<file path="config.mk">
export PLATFORM = sky130hd
export DESIGN_NAME = spi_peripheral
export DESIGN_NICKNAME = d
export VERILOG_FILES = /design/src/rtl/spi_peripheral.sv
export SDC_FILE = /design/constraint.sdc
export NUM_CORES = 1
export LEC_CHECK = 0
export CAP_MARGIN = 0
export CELL_PAD_IN_SITES_DETAIL_PLACEMENT = 0
export CELL_PAD_IN_SITES_GLOBAL_PLACEMENT = 2
export CORE_UTILIZATION = 35
export CTS_BUF_LIST = sky130_fd_sc_hd__clkbuf_16
export DETAILED_ROUTE_END_ITERATION = 16
export PLACE_DENSITY_LB_ADDON = 0.08
export SKIP_CTS_REPAIR_TIMING = 1
export SYNTH_ARGS = -nofsm -noshare
export SYNTH_HDL_FRONTEND = slang
export SYNTH_SLANG_ARGS = --single-unit
</file>
<file path="constraint.sdc">
create_clock -name clk -period 3.22 [get_ports clk]
set_input_delay 0.644 -clock clk [delete_from_list [all_inputs] [get_ports clk]]
set_output_delay 0.644 -clock clk [all_outputs]
set_load 0.02 [all_outputs]
</file>
<file path="src/rtl/spi_peripheral.sv">
// -----------------------------------------------------------------------------
// spi_peripheral
//   SPI mode-0 write-only peripheral that loads five 8-bit configuration
//   registers from 16-bit frames: bit15 = R/W (1 = write), bits14:8 = address,
//   bits7:0 = data. The SPI pins are asynchronous to clk and are brought into
//   the clk domain through SYNC_STAGES-deep synchronizers; sclk and ncs get an
//   extra history flop for edge detection.
//
// Ports
//   clk              system clock, all state on rising edge
//   rst              asynchronous active-high reset
//   sclk, copi, ncs  SPI pad inputs (asynchronous)
//   en_reg_out_7_0   register 0x00
//   en_reg_out_15_8  register 0x01
//   en_reg_pwm_7_0   register 0x02
//   en_reg_pwm_15_8  register 0x03
//   pwm_duty_cycle   register 0x04
//   txn_done         one-cycle pulse after an accepted write
//   txn_err          one-cycle pulse after a rejected frame
//
// There is no handshake: a frame is delimited by ncs low; the outcome is
// reported by a single-cycle pulse on txn_done or txn_err (never both), and
// read frames report nothing.
// -----------------------------------------------------------------------------
module spi_peripheral #(
   parameter int SYNC_STAGES = 2
) (
   input  logic       clk,
   input  logic       rst,
   input  logic       sclk,
   input  logic       copi,
   input  logic       ncs,
   output logic [7:0] en_reg_out_7_0,
   output logic [7:0] en_reg_out_15_8,
   output logic [7:0] en_reg_pwm_7_0,
   output logic [7:0] en_reg_pwm_15_8,
   output logic [7:0] pwm_duty_cycle,
   output logic       txn_done,
   output logic       txn_err
);

   typedef enum logic {ST_IDLE, ST_RECV} state_t;

   logic [SYNC_STAGES-1:0] r_sclk_sync;
   logic [SYNC_STAGES-1:0] r_copi_sync;
   logic [SYNC_STAGES-1:0] r_ncs_sync;
   logic                   r_sclk_hist;
   logic                   r_ncs_hist;

   state_t      r_state;
   logic [15:0] r_shift;
   logic [4:0]  r_cnt;
   logic [7:0]  r_reg0, r_reg1, r_reg2, r_reg3, r_reg4;
   logic        r_done, r_err;

   logic       w_sclk_s, w_copi_s, w_ncs_s;
   logic       w_sclk_rise, w_ncs_fall, w_ncs_rise;
   logic [6:0] w_addr;
   logic       w_is_write, w_len_ok, w_accept, w_reject;

   // ncs chain resets high and sclk low so releasing reset never looks like an edge.
   always_ff @(posedge clk or posedge rst) begin
      if (rst) begin
         r_sclk_sync <= '0;
         r_copi_sync <= '0;
         r_ncs_sync  <= '1;
         r_sclk_hist <= 1'b0;
         r_ncs_hist  <= 1'b1;
      end else begin
         r_sclk_sync <= {r_sclk_sync[SYNC_STAGES-2:0], sclk};
         r_copi_sync <= {r_copi_sync[SYNC_STAGES-2:0], copi};
         r_ncs_sync  <= {r_ncs_sync[SYNC_STAGES-2:0], ncs};
         r_sclk_hist <= w_sclk_s;
         r_ncs_hist  <= w_ncs_s;
      end
   end

   assign w_sclk_s    = r_sclk_sync[SYNC_STAGES-1];
   assign w_copi_s    = r_copi_sync[SYNC_STAGES-1];
   assign w_ncs_s     = r_ncs_sync[SYNC_STAGES-1];
   assign w_sclk_rise = w_sclk_s & ~r_sclk_hist;
   assign w_ncs_fall  = ~w_ncs_s & r_ncs_hist;
   assign w_ncs_rise  = w_ncs_s & ~r_ncs_hist;

   assign w_addr     = r_shift[14:8];
   assign w_is_write = r_shift[15];
   assign w_len_ok   = (r_cnt == 5'd16);
   assign w_accept   = w_len_ok & w_is_write & (w_addr <= 7'd4);
   // A well-formed read is neither accepted nor rejected.
   assign w_reject   = ~w_len_ok | (w_is_write & (w_addr > 7'd4));

   always_ff @(posedge clk or posedge rst) begin
      if (rst) begin
         r_state <= ST_IDLE;
         r_shift <= '0;
         r_cnt   <= '0;
         r_reg0  <= '0;
         r_reg1  <= '0;
         r_reg2  <= '0;
         r_reg3  <= '0;
         r_reg4  <= '0;
         r_done  <= 1'b0;
         r_err   <= 1'b0;
      end else begin
         r_done <= 1'b0;
         r_err  <= 1'b0;
         case (r_state)
            ST_IDLE: begin
               if (w_ncs_fall) begin
                  r_state <= ST_RECV;
                  r_shift <= '0;
                  r_cnt   <= '0;
               end
            end
            ST_RECV: begin
               // End of frame wins over a coincident sclk edge.
               if (w_ncs_rise) begin
                  r_state <= ST_IDLE;
                  if (w_accept) begin
                     r_done <= 1'b1;
                     case (w_addr[2:0])
                        3'd0:    r_reg0 <= r_shift[7:0];
                        3'd1:    r_reg1 <= r_shift[7:0];
                        3'd2:    r_reg2 <= r_shift[7:0];
                        3'd3:    r_reg3 <= r_shift[7:0];
                        default: r_reg4 <= r_shift[7:0];
                     endcase
                  end else if (w_reject) begin
                     r_err <= 1'b1;
                  end
               end else if (w_sclk_rise) begin
                  r_shift <= {r_shift[14:0], w_copi_s};
                  // 17 marks "too many bits" and sticks there.
                  if (r_cnt != 5'd17) r_cnt <= r_cnt + 5'd1;
               end
            end
            default: r_state <= ST_IDLE;
         endcase
      end
   end

   assign en_reg_out_7_0  = r_reg0;
   assign en_reg_out_15_8 = r_reg1;
   assign en_reg_pwm_7_0  = r_reg2;
   assign en_reg_pwm_15_8 = r_reg3;
   assign pwm_duty_cycle  = r_reg4;
   assign txn_done        = r_done;
   assign txn_err         = r_err;

endmodule

</file>
==> results_dict.tcl <==
set metrics [dict create \
    outcome "complete, no violations" \
    io_buffers 46 \
    initial_core_util_pct 36.55 \
    crit_family "simple AND/OR/NAND/NOR gates" \
    fin_crit_ps 2306 \
    grt_overflow_total 0 \
    ant_nets 0 \
    async_flop_share_pct 100.0 \
    clk_pin_slew_worst_paths_ps 50 \
    antenna_cells_inserted 0 \
    cell_count_after_synthesis 218 \
    finalSetupViolations 0 \
    post-route-period-util_pct 71.61 \
    global_route.usage.total_pct 15.39 \
    detail_route.iter0.violations 45 \
    fin_skew_ps 6.728 \
    synth_top_area_cell "sky130_fd_sc_hd__dfrtp_1" \
    yosysSeqAreaShare_pct 63.60 \
    setup-tns-final_ps 0 \
    std_cell_rows 32 \
    die_wd_um 92.07 \
    antenna_found_initial 0 \
    clock_sink_count 72 \
    via_count_of_the_first_global_routing_pass 1796 \
    detailedPlacementHpwl_um 3537 \
    leakage_uw 0.001773 \
    synth_fp_nets 226 \
    final_critical_path_setup_slack_ps 914.1 \
    worst_hold_path_type "flop to flop" \
    power.density_nw_per_um2 524.0 \
    synth_enable_flop_cells 0 \
    cts_made_buffers 9 \
    ys.warnings.count 0 \
    gpl.final_weighted_congestion 0.6549 \
    die_area_um2 8476 \
    largest_net_degree_at_the_start_of_global_routing 73 \
    detail_route.wirelength_um 5701 \
    design.portCount 47 \
    startpoint_type "flop" \
    clock_tree.root_cell "sky130_fd_sc_hd__clkbuf_16" \
    fp.dieH_um 92.07 \
    rsz_0062_raised_after_global_routing "no" \
    cts_tree "done" \
    setup.worst_path.end_class "flop" \
    drt-vias-per-instance 4.712 \
    path_cells "inv_1 -> ha_1 -> nand4bb_1 -> nor4_4 -> nand2_1 -> mux2_1" \
    synthTopCellsByArea "sky130_fd_sc_hd__dfrtp_1 (61%), sky130_fd_sc_hd__mux2_1 (14%), sky130_fd_sc_hd__nand2_1 (4.9%)" \
    drcViolationCount 0 \
    synth_largest_type_area_fraction_pct 60.82 \
    flow.area_growth_from_synthesis_pct 30.54 \
    ys_types 32 \
    max_cap_violations 0 \
    path_class "flop to flop" \
    vias 1781 \
    synthesized_area_divided_by_synthesized_cell_count_um2 13.02 \
    worst_pin_slew_ps 877.1 \
    power.ir.vdd_worst_mv 0.2758 \
    core-area_um2 7767 \
    pre_repair_dr_iteration_count 4 \
    ys_seq_elements 72 \
    worst_skew_pair.late_latency_ps 320 \
    netlist_area_um2 2839 \
    critical_path.n_buffers_inverters 1 \
    htree_num_levels 3 \
    wl_per_cell_um 15.08 \
    timing_hold_violations_final 0 \
    slowest_stage "sky130_fd_sc_hd__nor4_4" \
    post_synth_top_flop "sky130_fd_sc_hd__dfrtp_1" \
    timing.critical_path.slowest_cell_delay_ps 440 \
    max_slew_vio_count 0 \
    fmaxAchievable_mhz 433.7 \
    drive_above_1_share_pct 11.59 \
    clockBufferDepth 2 \
    cp.arrival_ps 2510 \
    place_ws_ps 882.3 \
    critical_path_required_ps 3420 \
    fin_nets 279 \
    grt_pass1_wl_um 9763 \
    worst_slew_margin_rel_pct 41.53 \
    critical_path_peak_fanout 8 \
]
[synthesized netlist by cell type (all sizes together), types with 2 or more instances]
cell type	instances
nand4b	3
dfrtp	69
mux2	40
buf	2
inv	4
nor3b	2
nand3	13
nand2	37
dfstp	3
ha	3
o21ai	9
nand3b	3
nor3	3
nor2	6
clkbuf	5
xnor2	2
a21oi	2
[report_power, final]
| part | internal, µW | switching [µW] | total (µW) |
|---|---|---|---|
| Clock | 522 | 385 | 908 |
| Sequential | 923 | 16.5 | 940 |
| Combinational | 33.5 | 61.2 | 94.7 |
| Total | 1480 | 463 | 1940 |
[flip-flops by register name, summed over array words and instances (netlist names)]
name,count
r_shift,16
en_reg_out_15_8,8
en_reg_out_7_0,8
en_reg_pwm_15_8,8
en_reg_pwm_7_0,8
pwm_duty_cycle,8
r_cnt,5
r_copi_sync,2
r_ncs_sync,2
r_sclk_sync,2
r_ncs_hist,1
r_sclk_hist,1
r_state,1
txn_done,1
txn_err,1
[cells in the final DEF, fill, tap and decap left out, drive strengths merged, types with 6 or more instances in the layout]
master	instances
nand2	37
clkdlybuf4s50	46
mux2	40
inv	7
clkbuf	9
nand3	13
nor2	6
dfrtp	69
o21ai	9
[final timing paths]
check / start / end / slack (ps) / cells after the start
hold reg to reg: r_sclk_sync[0] / r_sclk_sync[1] / 350 / 0
max in group asynchronous: rst / r_ncs_hist / 2200 / 3
setup / recovery: r_cnt[0] / en_reg_out_7_0[0] / 910 / 6
min in group asynchronous: rst / en_reg_out_15_8[1] / 710 / 3
setup reg to reg: r_cnt[0] / en_reg_out_7_0[0] / 910 / 6
hold / removal: r_sclk_sync[0] / r_sclk_sync[1] / 350 / 0
[metal layers]
metal / up-vias / part of all wire, % / GRT usage (%)
met1: 872 / 53 / 22.71
met2: 37 / 43 / 21.58
met4: 0 / 1.1 / 6.641
met5: - / 0 / 0
li1: 865 / - / -
met3: 7 / 3.1 / 3.400
[cells by family (layout without fill, tap and decap cells)]
kind of cell	count (synthesis)	in the layout	synth area share (%)
AND/OR/NAND/NOR	73	73	13.35
flip-flops	72	72	63.60
multiplexers	40	40	15.87
AO/OA/AOI/OAI	17	17	3.702
buffers and inverters	11	69	1.542
adder cells (fa/ha/maj)	3	3	1.322
XOR/XNOR	2	2	0.6171
[worst reg2reg max path, delay by kind of cell, from the launching register on]
family / cells / cell delay (ps)
AND/OR/NAND/NOR: 3 / 1060
adder cells (fa/ha/maj): 1 / 170
flip-flops: 1 / 420
buffers and inverters: 1 / 100
multiplexers: 1 / 440
[final cells by class]
| cell class | count | area (µm²) |
|---|---|---|
| clock inverter | 7 | 47.55 |
| fill | 730 | 4061 |
| multi-input combinational | 135 | 989.7 |
| inverter | 4 | 15.01 |
| tap | 102 | 127.6 |
| sequential | 72 | 1805 |
| timing repair buffer | 49 | 495.5 |
| clock buffer | 9 | 225.2 |
[stage by stage]
stage          instance area, µm²  hold WS, ps  total power [µW]  utilization (%)  instances
4_1_cts                      3706        347.6              1967            47.71        378
2_1_floorplan                2839        331.2              1018                -        218
6_report                     3706        345.6              1942            47.71        378
3_5_place_dp                 3433        334.7              1053            44.20        362
5_1_grt                      3706        354.4              2031            47.71        378
3_3_place_gp                 3433        332.3              1056            44.20        362
Note: power is estimated with default switching activity, not from simulation.
